$ cat config.mk
export PLATFORM = sky130hd
export DESIGN_NAME = dest_drain_arbiter_flat
export DESIGN_NICKNAME = d
export VERILOG_FILES = /design/src/rtl/dest_drain_arbiter_if.sv /design/src/rtl/dest_drain_arbiter.sv /design/src/flat_wrapper.sv
export SDC_FILE = /design/constraint.sdc
export NUM_CORES = 1
export LEC_CHECK = 0
export ABC_AREA = 1
export BUFFER_PORTS_ARGS = -buffer_cell sky130_fd_sc_hd__buf_2
export CAP_MARGIN = 20
export CORE_UTILIZATION = 50
export DETAILED_ROUTE_END_ITERATION = 8
export GPL_TIMING_DRIVEN = 0
export MAX_ROUTING_LAYER = met4
export PLACE_DENSITY_LB_ADDON = 0.08
export SYNTH_ARGS = -nofsm -noshare
export SYNTH_HDL_FRONTEND = slang
export SYNTH_SLANG_ARGS = --single-unit
$ cat constraint.sdc
create_clock -name clk -period 5.77 [get_ports clk]
set_input_delay 0.577 -clock clk [delete_from_list [all_inputs] [get_ports clk]]
set_output_delay 0.577 -clock clk [all_outputs]
set_load 0.005 [all_outputs]
$ cat src/rtl/dest_drain_arbiter_if.sv
// Handshake and status bundle between dest_drain_arbiter, the two destination
// FIFOs, full_logic status and the downstream sink.
interface dest_drain_arbiter_if #(
    parameter int data_width = 6
);
    logic                  active_in;
    logic                  error_in;
    logic                  empty_fifo_D0;
    logic                  empty_fifo_D1;
    logic [data_width-1:0] data_out_D0;
    logic [data_width-1:0] data_out_D1;
    logic                  ready_out;
    logic                  D0_pop;
    logic                  D1_pop;
    logic [data_width-1:0] data_out;
    logic                  src_out;
    logic                  valid_out;
    logic [1:0]            state_out;
    logic [7:0]            count_D0;
    logic [7:0]            count_D1;

    // master: FIFOs, full_logic and sink side; slave: the arbiter
    modport master (
        output active_in, error_in, empty_fifo_D0, empty_fifo_D1,
               data_out_D0, data_out_D1, ready_out,
        input  D0_pop, D1_pop, data_out, src_out, valid_out, state_out,
               count_D0, count_D1
    );

    modport slave (
        input  active_in, error_in, empty_fifo_D0, empty_fifo_D1,
               data_out_D0, data_out_D1, ready_out,
        output D0_pop, D1_pop, data_out, src_out, valid_out, state_out,
               count_D0, count_D1
    );
endinterface

$ cat src/rtl/dest_drain_arbiter.sv
// Round-robin drain of destination FIFOs D0/D1 into one source-tagged stream
// with an OUT_DEPTH-entry output buffer. Define DEST_PKT_COUNT_EN for counters.
module dest_drain_arbiter #(
    parameter int OUT_DEPTH  = 4,
    parameter int data_width = 6
) (
    input  logic                clk,
    input  logic                reset,
    dest_drain_arbiter_if.slave bus
);
    localparam int PW = $clog2(OUT_DEPTH);
    localparam int CW = PW + 1;

    typedef enum logic [1:0] {
        ST_IDLE  = 2'd0,
        ST_RUN   = 2'd1,
        ST_DRAIN = 2'd2,
        ST_ERROR = 2'd3
    } state_t;

    state_t                r_state;
    state_t                w_next_state;
    logic                  r_pop0;
    logic                  r_pop1;
    logic                  r_cap0;
    logic                  r_cap1;
    logic                  r_prio_d1;
    logic [PW-1:0]         r_wr_ptr;
    logic [PW-1:0]         r_rd_ptr;
    logic [CW-1:0]         r_occ;
    logic [data_width-1:0] r_mem [OUT_DEPTH];
    logic                  r_src_mem [OUT_DEPTH];

    logic                  w_pop0;
    logic                  w_pop1;
    logic                  w_elig0;
    logic                  w_elig1;
    logic                  w_room;
    logic                  w_valid;
    logic                  w_capture;
    logic                  w_consume;
    logic                  w_quiet;
    logic                  w_head_src;
    logic [data_width-1:0] w_head_data;
    logic [data_width-1:0] w_cap_data;
    logic [CW:0]           w_reserved;

    assign w_valid     = (r_occ != '0);
    assign w_capture   = r_cap0 | r_cap1;
    assign w_consume   = w_valid & bus.ready_out;
    assign w_head_data = r_mem[r_rd_ptr];
    assign w_head_src  = r_src_mem[r_rd_ptr];
    assign w_cap_data  = r_cap1 ? bus.data_out_D1 : bus.data_out_D0;
    assign w_quiet     = ~w_valid & ~w_capture & ~r_pop0 & ~r_pop1;

    // Slots already promised: stored words plus pops whose data has not landed yet
    assign w_reserved = {1'b0, r_occ} + (CW+1)'(r_pop0 | r_pop1) + (CW+1)'(r_cap0 | r_cap1);
    assign w_room     = (w_reserved < (CW+1)'(OUT_DEPTH));
    assign w_elig0    = ~bus.empty_fifo_D0 & ~r_pop0 & w_room;
    assign w_elig1    = ~bus.empty_fifo_D1 & ~r_pop1 & w_room;

    // NOTE: every always_comb output gets a default first so no latch is inferred.
    always_comb begin
        w_next_state = r_state;
        w_pop0       = 1'b0;
        w_pop1       = 1'b0;
        case (r_state)
            ST_IDLE:  if (bus.active_in) w_next_state = ST_RUN;
            ST_RUN:   if (!bus.active_in) w_next_state = ST_DRAIN;
            ST_DRAIN: if (w_quiet) w_next_state = ST_IDLE;
            default:  w_next_state = ST_ERROR;
        endcase
        if (bus.error_in) w_next_state = ST_ERROR;

        // Gating on the next state keeps error_in/active_in effective at the same edge
        if (w_next_state == ST_RUN) begin
            if (r_prio_d1) begin
                if (w_elig1)      w_pop1 = 1'b1;
                else if (w_elig0) w_pop0 = 1'b1;
            end else begin
                if (w_elig0)      w_pop0 = 1'b1;
                else if (w_elig1) w_pop1 = 1'b1;
            end
        end
    end

    // NOTE: sequential state uses non-blocking assignments so every register samples pre-edge values.
    always_ff @(posedge clk) begin
        if (!reset) begin
            r_state   <= ST_IDLE;
            r_pop0    <= 1'b0;
            r_pop1    <= 1'b0;
            r_cap0    <= 1'b0;
            r_cap1    <= 1'b0;
            r_prio_d1 <= 1'b0;
            r_wr_ptr  <= '0;
            r_rd_ptr  <= '0;
            r_occ     <= '0;
        end else begin
            r_state <= w_next_state;
            r_pop0  <= w_pop0;
            r_pop1  <= w_pop1;
            r_cap0  <= r_pop0;
            r_cap1  <= r_pop1;
            if (w_pop0 | w_pop1) r_prio_d1 <= w_pop0;
            if (w_capture) r_wr_ptr <= r_wr_ptr + PW'(1);
            if (w_consume) r_rd_ptr <= r_rd_ptr + PW'(1);
            case ({w_capture, w_consume})
                2'b10:   r_occ <= r_occ + CW'(1);
                2'b01:   r_occ <= r_occ - CW'(1);
                default: r_occ <= r_occ;
            endcase
        end
    end

    // NOTE: buffer storage has no reset; occupancy alone decides which entries are valid.
    always_ff @(posedge clk) begin
        if (w_capture) begin
            r_mem[r_wr_ptr]     <= w_cap_data;
            r_src_mem[r_wr_ptr] <= r_cap1;
        end
    end

    assign bus.D0_pop    = r_pop0;
    assign bus.D1_pop    = r_pop1;
    assign bus.valid_out = w_valid;
    assign bus.data_out  = w_valid ? w_head_data : '0;
    assign bus.src_out   = w_valid & w_head_src;
    assign bus.state_out = r_state;

`ifdef DEST_PKT_COUNT_EN
    logic [7:0] r_cnt0;
    logic [7:0] r_cnt1;

    always_ff @(posedge clk) begin
        if (!reset) begin
            r_cnt0 <= '0;
            r_cnt1 <= '0;
        end else if (w_consume) begin
            if (w_head_src) r_cnt1 <= r_cnt1 + 8'd1;
            else            r_cnt0 <= r_cnt0 + 8'd1;
        end
    end

    assign bus.count_D0 = r_cnt0;
    assign bus.count_D1 = r_cnt1;
`else
    assign bus.count_D0 = '0;
    assign bus.count_D1 = '0;
`endif
endmodule

$ cat src/flat_wrapper.sv
// flat-port wrapper written by rule: the top's interface ports become plain ports
module dest_drain_arbiter_flat 
#(
    parameter int OUT_DEPTH  = 4,
    parameter int data_width = 6
)
  (clk, reset, bus_active_in, bus_error_in, bus_empty_fifo_D0, bus_empty_fifo_D1, bus_data_out_D0, bus_data_out_D1, bus_ready_out, bus_D0_pop, bus_D1_pop, bus_data_out, bus_src_out, bus_valid_out, bus_state_out, bus_count_D0, bus_count_D1);
  dest_drain_arbiter_if #(.data_width(data_width)) bus_i ();
  input  logic clk;
  input  logic reset;
  input wire logic [$bits(bus_i.active_in)-1:0] bus_active_in;
  input wire logic [$bits(bus_i.error_in)-1:0] bus_error_in;
  input wire logic [$bits(bus_i.empty_fifo_D0)-1:0] bus_empty_fifo_D0;
  input wire logic [$bits(bus_i.empty_fifo_D1)-1:0] bus_empty_fifo_D1;
  input wire logic [$bits(bus_i.data_out_D0)-1:0] bus_data_out_D0;
  input wire logic [$bits(bus_i.data_out_D1)-1:0] bus_data_out_D1;
  input wire logic [$bits(bus_i.ready_out)-1:0] bus_ready_out;
  output wire logic [$bits(bus_i.D0_pop)-1:0] bus_D0_pop;
  output wire logic [$bits(bus_i.D1_pop)-1:0] bus_D1_pop;
  output wire logic [$bits(bus_i.data_out)-1:0] bus_data_out;
  output wire logic [$bits(bus_i.src_out)-1:0] bus_src_out;
  output wire logic [$bits(bus_i.valid_out)-1:0] bus_valid_out;
  output wire logic [$bits(bus_i.state_out)-1:0] bus_state_out;
  output wire logic [$bits(bus_i.count_D0)-1:0] bus_count_D0;
  output wire logic [$bits(bus_i.count_D1)-1:0] bus_count_D1;
  assign bus_i.active_in = bus_active_in;
  assign bus_i.error_in = bus_error_in;
  assign bus_i.empty_fifo_D0 = bus_empty_fifo_D0;
  assign bus_i.empty_fifo_D1 = bus_empty_fifo_D1;
  assign bus_i.data_out_D0 = bus_data_out_D0;
  assign bus_i.data_out_D1 = bus_data_out_D1;
  assign bus_i.ready_out = bus_ready_out;
  assign bus_D0_pop = bus_i.D0_pop;
  assign bus_D1_pop = bus_i.D1_pop;
  assign bus_data_out = bus_i.data_out;
  assign bus_src_out = bus_i.src_out;
  assign bus_valid_out = bus_i.valid_out;
  assign bus_state_out = bus_i.state_out;
  assign bus_count_D0 = bus_i.count_D0;
  assign bus_count_D1 = bus_i.count_D1;
  dest_drain_arbiter #(.OUT_DEPTH(OUT_DEPTH), .data_width(data_width)) u_core (.clk(clk), .reset(reset), .bus(bus_i));
endmodule
Word level (Yosys, flattened, before mapping)
Memory sizes are Yosys's and may differ from the RTL's. A register that Yosys moved wholly into a read port is not among the register bits.
Index checks and enable logic that the tools add are counted.
- bitwise gates (word level): 19
- reductions and logical operators: 3
- eq/ne operators: 5
- magnitude comparators: 1
- mux-type cells: 22
- add/sub/neg operators: 6
- operators by type and width (kind ; number):
    $mux 2 ; 8
    $mux 6 ; 2
    $mux 1 ; 10
    $and 1x1->1 ; 9
    $eq 2x1->1 const B ; 3
    $not 1->1 ; 6
    $pmux 2 s3 ; 1
    $pmux 3 s2 ; 1
    $add 2x1->2 const B ; 2
    $add 3x4->4 ; 1
    $add 4x4->4 ; 1
    $eq 2x2->1 const B ; 2
    $lt 4x3->1 const B ; 1
    $or 1x1->1 ; 4
    $add 3x1->3 const B ; 1
    $reduce_bool 3->1 ; 1
    $sub 3x1->3 const B ; 1
    $logic_not 2->1 ; 1
    $reduce_bool 2->1 ; 1
- output and inout bits: 28
- flip-flop bits (word level): 14
- word-level logic and storage cells: 67
- bits of input ports: 19
- bits in writable memories: 28
- memories: 2
- memory list (name ; words ; bits a word ; read ports ; clocked after memory_dff ; wr ports ; line ; source):
    u_core.r_mem ; 4 ; 6 ; 1 ; 1 ; 1 ; dest_drain_arbiter.sv:31 ; logic [data_width-1:0] r_mem [OUT_DEPTH];
    u_core.r_src_mem ; 4 ; 1 ; 1 ; 1 ; 1 ; dest_drain_arbiter.sv:32 ; logic r_src_mem [OUT_DEPTH];

Longest topological paths before layout
Gate-level depths: netlist of the first run.
- word-level depth: 11
- gate-level depth with buffers: 12
- mapped depth without buffers: 11

Least setup slack after synthesis of the first run
Ideal clock, no wire load.
- kind: input to register
- start point: input port bus_ready_out
- end point: register u_core.r_occ[2]
- data arrival time: 1.792 ns
- data required time: 5.648 ns
- path slack: 3.856 ns
- stages: 9
- setup time: 0.122 ns
- buffers on the path: 0
- cell sequence: inv_1 -> nor2_4 -> ha_1 -> inv_1 -> fa_1 -> a21oi_1 -> o21ai_0 -> o21ai_0 -> a21oi_1
- longest elaborated chain between the ends: 3
- elaborated cells on any way between the ends: 5
- classes of those cells: eq/ne (2); mux (1); bitwise (1); reduce/logical (1)
- ends and longest elaborated chain (what ; line ; source):
    start, declared ; flat_wrapper.sv:17 ; input wire logic [$bits(bus_i.ready_out)-1:0] bus_ready_out;
    $and 1x1->1 (*) ; dest_drain_arbiter.sv:50 ; assign w_consume = w_valid & bus.ready_out;
    net u_core.w_consume ; dest_drain_arbiter.sv:41 ; logic w_consume;
    $eq 2x1->1 or $eq 2x2->1 (tied branches) ; dest_drain_arbiter.sv:108 ; case ({w_capture, w_consume})
    $pmux 3 s2 or $reduce_bool 2->1 (tied branches) ; -- ;
    end signal, assigned ; dest_drain_arbiter.sv:109 ; 2'b10: r_occ <= r_occ + CW'(1);
    end signal, assigned ; dest_drain_arbiter.sv:110 ; 2'b01: r_occ <= r_occ - CW'(1);
    end signal, assigned ; dest_drain_arbiter.sv:111 ; default: r_occ <= r_occ;
    end, declared ; dest_drain_arbiter.sv:30 ; logic [CW-1:0] r_occ;
The timed path passes the listed nets; every way through them passes the cells marked *.
A chain may end at the register's enable or synchronous reset.

==> metrics.md, run 1 <==
| Metric | Value |
|---|---|
| Status | finished clean |
| Final Non-Filler Cells | 315 |
| Async SR Flop Fraction | 0% |
| DRT Pass-1 Iters | 4 |
| Avg WL per Cell | roughly 11 microns |
| Iter 0 DRT Violations | 40 |
| Normalized max-slew margin | between 50% and 60% |
| Hold Buf Count CTS | 0 |
| Tcrit/Tclk final | 39.4% |
| Worst EP arrival | 1700 ps |
| Power Dens Cells | between 200 and 300 nW/um^2 |
| Syn avg cell area | 9.82 sq um |
| DRC viols | 0 |
| Multi-input logic area | 732 sq um |
| Unrepaired setup endpoints after global routing | false |
| Die Ht | 66.7 microns |
| Clk pwr share | 34.7% |
| Placed Cells | between 300 and 400 |
| Synth top area cells | edfxtp_1 (40%), dfxtp_1 (15%), nor2_1 (7.7%) |
| Clock-pin slew on the worst setup and hold paths | 80 ps |
| Worst Tran Pin Value | 683 ps |
| Number of flops mapped to enable cells by yosys | 28 |
| Port bufs | 29 |
| Remaining Overflow, GRT | 0 |
| Die area | 4440 sq um |
| Synth Register Bits | 44 |
| Vias per cell | 4.56 |
| CTS tree | done |
| Final Max Slew Viols | 0 |
| Post-Syn Area | 2090 sq um |
| Routed wire length | 3470 microns |
| Clock root cell | clkbuf_8 |
| DP HPWL | 2580 microns |
| DIE WIDTH | 66.7 microns |
| Leak Pwr | 1.11 nW |
| Row cnt | 23 |
| Power share of the combinational group | 13.4% |
| Post-CTS Resized | 0 |
| Total number of vias | 1437 |
| Post-synth top area share | roughly two fifths |
| F_max | between 400 and 500 MHz |
| CP Launch Type | register |
| Layout cells sized above 1 | 27.2% |
| Switching Share | 24.0% |
| Worst VDD drop | ~0.00019 V |
| Commonest cells in the netlist | nor2_1 (43), edfxtp_1 (28), inv_1 (26), o21ai_0 (19), buf_4 (17) |
| Final core occ | between 60% and 70% |
| Int Power | 0.000511 W |
| Largest net degree at the start of global routing | 16 |
| Hold slack | 460 ps |
| Crit Path Category | register to output pin |
| TritonCTS Sinks | 44 |
| Endpoints failing setup | 0 |
| Psw | approximately 0.00016 W |
| Syn. warnings | 0 |
| IO Pins | 47 |
| Layout Area Growth over Synthesis | 18.1% |
| Top FF cell, synth | edfxtp_1 |
| Ant diodes | 0 |
| Register area share after synthesis | 55.5% |
| Max cap viols | 0 |
| GPL Wtd Cong | 0.778 |
| Min-delay worst type | register to register |
| Most common cell in the netlist | nor2_1 |
| Clk_skew | just under 7 ps |
| Fillers | 357 |
| Synth area leader | edfxtp_1 |
| Crit path cell chain | inv_1 -> clkbuf_1 -> o21ai_0 -> a21oi_1 -> buf_2 |
| Bufs on Longest Clock Path | 2 |
| Routed Antenna Nets | 0 |
| Initial Util | 52.3% |
| Worst EP required | 5190 ps |
| Total power | between 0.0006 and 0.0007 W |
| H-tree depth | 2 |
| Cell variety after synth | 27 |
| Crit path largest cell delay | 380 ps |
| Vias in the first global route | 1228 |
| CP Max Fanout | 10 |
| Post-Syn Instances | 213 |
| Crit path time final | 2280 ps |
| Sequential Power Share | between 50% and 60% |
| First-pass GRT wire length | 5490 microns |
| FF+latch area | approximately 1200 sq um |
| Total Negative Setup Slacks | 0 ps |
| Crit path max-delay cell type | clkbuf_1 |
| CTS buffer count | 5 |
| NumNets Final | 290 |
| Core area | 4000 sq um |
| Type of destination of the critical path | output pin |
| Antenna violations before repair | 0 |
| Overall routing resource usage | 18.0% |
| Hold Fails Final Rpt | 0 |
| Postcts setup bufs | 0 |
| Clk_lat worst skew | between 200 and 300 ps |
logic make-up after synthesis:
family / synth area share [%]
AND/OR/NAND/NOR: 14.8
AO/OA/AOI/OAI: 9.52
adder cells (fa/ha/maj): 4.55
flip-flops: 55.5
multiplexers: 3.23
other: 0.179
buffers and inverters: 12.1
through the flow:
stage / cell area [sq um] / setup slack, ps
after floorplan: 2150 / 3860
after global placement: 2350 / 3700
after detailed placement: 2350 / 3650
after CTS: 2470 / 3470
after global routing: 2470 / 3280
final: 2470 / 3490
routing by layer:
metal,up-vias,track usage [%],routed length (microns)
met5,-,-,0
met4,0,6.91,63
met3,7,5.48,176
met2,36,27.9,1620
met1,629,22.0,1610
li1,765,-,-
layout make-up:
| type | instances | area share, % |
|---|---|---|
| Clock inverter | 3 | 1.87 |
| Timing Repair Buffer | 29 | 5.88 |
| Sequential cell | 44 | 47.0 |
| Tap cell | 50 | 2.53 |
| Inverter | 27 | 4.10 |
| Clock buffer | 5 | 2.79 |
| Buffer | 21 | 6.18 |
| Multi-Input combinational cell | 136 | 29.6 |
critical path: cells and delay by family, from the launching register on:
family	cells	cell delay (ps)
flops	1	370
compound gates	2	360
buf+inv	3	680
layout by cell type, fill, tap and decap left out:
cell        instances
o21ai_1             2
dfxtp_1            16
mux2_2              6
buf_4              17
ha_1                6
inv_1              26
nand3_2             1
nand3_1             1
nand2_1            14
inv_6               1
inv_2               1
fa_1                1
o211ai_1            1
bufinv_16           1
nor2_8              1
nand3b_1            1
buf_6               1
a31oi_1             1
nand2_2             2
nor2_4              2
clkinvlp_4          1
o21ai_0            19
a21oi_1            16
clkbuf_8            5
clkbuf_1            1
nor2_2              2
edfxtp_1           28
conb_1             16
nor2_1             43
buf_2              31
or2_1               1
state kept, by name, summed over array words and instances, names as in the netlist, named ones only:
| signal | cells |
|---|---|
| u_core.r_prio_d1 | 1 |
| u_core.bus.D1_pop | 1 |
| u_core.r_occ | 3 |
| u_core.r_mem | 24 |
| u_core.r_cap1 | 1 |
| u_core.bus.D0_pop | 1 |
| u_core.bus.state_out | 2 |
| u_core.r_wr_ptr | 2 |
| u_core.r_rd_ptr | 2 |
| u_core.r_cap0 | 1 |
| u_core.r_src_mem | 4 |
worst paths after layout:
| path | start | end | slack, ps | depth (start not counted) |
|---|---|---|---|---|
| worst max-delay path | register | bus_src_out | 3490 | 5 |
| worst min register to register | u_core.bus.D0_pop$_SDFF_PN0_ | u_core.r_cap0$_SDFF_PN0_ | 460 | 2 |
| worst min-delay path | u_core.bus.D0_pop$_SDFF_PN0_ | u_core.r_cap0$_SDFF_PN0_ | 460 | 2 |
| worst max register to register | u_core.r_occ[2]$_SDFFE_PN0P_ | u_core.r_occ[2]$_SDFFE_PN0P_ | 3740 | 11 |
power by group through the flow:
stage | Clock, W | Sequential, W | Combinational, W
after floorplan | 0 | 0.000355 | 0.0000632
after CTS | 0.000240 | 0.000349 | 0.0000911
after global routing | 0.000251 | 0.000350 | 0.000103
after global placement | 0 | 0.000356 | 0.0000900
final | 0.000234 | 0.000349 | 0.0000904
after detailed placement | 0 | 0.000356 | 0.0000907
Power figures use the tool's default switching activity.
==> run 2, diff against run 1 <==
CORE_UTILIZATION = 48   (was 50)
clock period = 2.08 ns   (was 5.77 ns; I/O delays follow)
==> run 2 against run 1 <==
Net effect:
- non-clock buffer count grew 3
- die area rose by 4.0%
- critical endpoint is now u_core.r_occ[2]$_SDFFE_PN0P_
- flip-flop and latch count unchanged
- highest routed layer unchanged
- clock power rose to 2.7 times the previous value
- via count increased by 1.3%
==> metrics.md, run 2 (synthesis results as in run 1) <==
| Metric | Value |
|---|---|
| H-tree depth | 2 (unchanged) |
| Overall routing resource usage | 16.7% (was 18.0%) |
| Total Negative Setup Slacks | 0 ps (unchanged) |
| DRC viols | 0 (unchanged) |
| Design Area, Final | 2490 sq um (was 2470 sq um) |
| GPL Wtd Cong | 0.760 (was 0.778) |
| Hold path cells | 3 (was 2) |
| Die Ht | 68 microns (was 66.7 microns) |
| DRT Pass-1 Iters | 4 (unchanged) |
| Post-DP Area | 2350 sq um (unchanged) |
| Min-delay worst type | input pin to register (was register to register) |
| Layout Area Growth over Synthesis | 19.1% (was 18.1%) |
| Crit Reg-Reg Startpoint | u_core.r_occ[0]$_SDFFE_PN0P_ (was u_core.r_occ[2]$_SDFFE_PN0P_) |
| Endpoints failing setup | 0 (unchanged) |
| NumNets Final | 293 (was 290) |
| Routed wire length | 3460 microns (was 3470 microns) |
| Fillers | 352 (was 357) |
| Worst EP arrival | 2100 ps (was 1700 ps) |
| CP Max Fanout | 8 (was 10) |
| DP HPWL | 2540 microns (was 2580 microns) |
| CTS buffer count | 5 (unchanged) |
| Post-route setup slack | 153 ps (was 3490 ps) |
| Layout cells sized above 1 | 28.7% (was 27.2%) |
| Register bank with the most flops | u_core.r_mem (unchanged) |
| Multi-input logic area | 732 sq um (unchanged) |
| Total number of vias | 1456 (was 1437) |
| Largest regs | u_core.r_mem: 24 flops, u_core.r_src_mem: 4 flops, u_core.r_occ: 3 flops (unchanged) |
| Leak Pwr | 1.13 nW (was 1.11 nW) |
| Clock root cell | clkbuf_8 (unchanged) |
| Pre-CTS setup slack | 40.3 ps (was 3650 ps) |
| Worst EP required | 2260 ps (was 5190 ps) |
| Power Dens Cells | 748 nW/um^2 (was 272 nW/um^2) |
| Core area | 4090 sq um (was 4000 sq um) |
| TritonCTS Sinks | 44 (unchanged) |
| Routed Antenna Nets | 0 (unchanged) |
| Crit path max-delay cell type | fa_1 (was clkbuf_1) |
| Hold Fails Final Rpt | 0 (unchanged) |
| Crit path cell chain | inv_2 -> nand2_2 -> inv_4 -> nor2_4 -> ha_1 -> inv_1 -> fa_1 -> a21oi_1 -> o21ai_1 -> o21ai_1 -> a21oi_1 (was inv_1 -> clkbuf_1 -> o21ai_0 -> a21oi_1 -> buf_2) |
| First-pass GRT wire length | 5390 microns (was 5490 microns) |
| Row cnt | 23 (unchanged) |
| Worst reg-to-reg path cell count | 11 (unchanged) |
| Crit path largest cell delay | 440 ps (was 380 ps) |
| Max reg flops | 24 (unchanged) |
| RR Endpoint | u_core.r_occ[2]$_SDFFE_PN0P_ (unchanged) |
| Worst VDD drop | 0.000392 V (was 0.000193 V) |
| Tcrit/Tclk final | 92.6% |
| Status | finished clean (unchanged) |
| Antenna violations before repair | 0 (unchanged) |
| Bufs on Longest Clock Path | 2 (unchanged) |
| Vias per cell | 4.58 (was 4.56) |
| Worst Tran Pin Value | 668 ps (was 683 ps) |
| Clk_skew | 7.95 ps (was 6.77 ps) |
| Iter 0 DRT Violations | 51 (was 40) |
| Type of destination of the critical path | register (was output pin) |
| FF+latch area | 1160 sq um (about the same) |
| Remaining Overflow, GRT | 0 (unchanged) |
| CTS tree | done (unchanged) |
| Port bufs | 29 (unchanged) |
| Clock-pin slew on the worst setup and hold paths | 80 ps (about the same) |
| Clk_lat worst skew | 290 ps (about the same) |
| Hold path start | bus_error_in (was u_core.bus.D0_pop$_SDFF_PN0_) |
| Vias in the first global route | 1216 (was 1228) |
| Initial Util | 51.2% (was 52.3%) |
| Most frequent cells in the layout | nor2_1 (43), buf_2 (31), edfxtp_1 (28), inv_1 (25), buf_4 (20) (was nor2_1 (43), buf_2 (31), edfxtp_1 (28), inv_1 (26), o21ai_0 (19)) |
| CP Launch Type | register (unchanged) |
| DIE WIDTH | 68 microns (was 66.7 microns) |
| Avg WL per Cell | 10.9 microns (was 11.0 microns) |
| Hold Buf Count CTS | 0 (unchanged) |
| Largest net degree at the start of global routing | 14 (was 16) |
| Normalized max-slew margin | 55.3% (was 54.3%) |
| Ant diodes | 0 (unchanged) |
| WHS Endpoint | u_core.bus.state_out[0]$_SDFF_PN0_ (was u_core.r_cap0$_SDFF_PN0_) |
| IO Pins | 47 (unchanged) |
| Final Max Slew Viols | 0 (unchanged) |
| Max cap viols | 0 (unchanged) |
| Die area | 4620 sq um (was 4440 sq um) |
| Crit Path Category | register to register (was register to output pin) |
| R2r setup slk | 150 ps (was 3740 ps) |
| Crit path time final | 1930 ps |
| Commonest non-fill, non-tap cell in the layout | nor2_1 (unchanged) |
| F_max | roughly 520 MHz |
==> run 2: cell count changes in the layout (fill, tap and decap cells not counted), moves of 2 or more <==
cell / previous run / this run
dfxtp_1: 16 / 14
buf_4: 17 / 20
dfxtp_2: 0 / 2
o21ai_1: 2 / 4
o21ai_0: 19 / 17
==> run 2: through the flow <==
stage | total power (W) | hold slack [ps] | cells | util, %
2_1_floorplan | 0.00116 | 399 | 228 | -
3_3_place_gp | 0.00124 | 452 | 307 | 57.6
3_5_place_dp | 0.00124 | 454 | 307 | 57.6
4_1_cts | 0.00187 | 227 | 315 | 60.3
5_1_grt | 0.00195 | 253 | 318 | 60.9
6_report | 0.00186 | 237 | 318 | 60.9
==> run 2: timing repair <==
| item | in CTS | in global routing |
|---|---|---|
| setup buffers | 0 | 3 |
| hold endpoints to repair | 0 | 0 |
| resized for setup | 0 | 6 |
| endpoints found under the setup margin | 0 | 1 |
==> run 2: critical path: cells and delay by family, from the launching register on <==
kind                       cells  cell delay (ps)
and+or+nand+nor                2              230
buffers and inverters          3              230
AOI/OAI and AO/OA              4              420
DFF                            1              350
adders and majority gates      2              590
==> run 2: worst max-delay path by stage <==
| stage | startpoint | endpoint | cells after the start | slack (ps) |
|---|---|---|---|---|
| finish | u_core.r_occ[0]$_SDFFE_PN0P_ | u_core.r_occ[2]$_SDFFE_PN0P_ | 11 | 150 |
| global route | u_core.r_occ[2]$_SDFFE_PN0P_ | u_core.r_occ[2]$_SDFFE_PN0P_ | 11 | -0.9 |
| CTS | u_core.r_occ[0]$_SDFFE_PN0P_ | u_core.r_occ[2]$_SDFFE_PN0P_ | 11 | 20 |
| detailed placement | u_core.r_occ[0]$_SDFFE_PN0P_ | u_core.r_occ[2]$_SDFFE_PN0P_ | 11 | 40 |
| global placement | u_core.r_occ[2]$_SDFFE_PN0P_ | u_core.r_occ[2]$_SDFFE_PN0P_ | 11 | 80 |
| floorplan | u_core.r_occ[0]$_SDFFE_PN0P_ | u_core.r_occ[2]$_SDFFE_PN0P_ | 11 | 240 |
==> run 2: report_power, final <==
group	internal, W	leakage, nW	switching (W)
combinational	0.000118	0.694	0.000148
sequential	0.000951	0.377	0.0000176
clock	0.000356	0.0552	0.000273
==> run 2: cell type report <==
class / instances / share of cell area, %
Buffer: 21 / 6.13
Clock buffer: 6 / 2.91
Clock inverter: 2 / 1.41
Inverter: 27 / 4.17
Multi-Input combinational cell: 136 / 29.4
Sequential cell: 44 / 46.7
Tap cell: 50 / 2.51
Timing Repair Buffer: 32 / 6.73
==> run 2: per-layer routing <==
metal	part of all wire (%)	track usage (%)	vias to the layer above	wire length (microns)
met3	5.8	3.17	4	202
met4	0.78	6.25	0	27
li1	-	-	769	-
met5	0	-	-	0
met2	47	27.1	48	1620
met1	46	20.7	635	1600
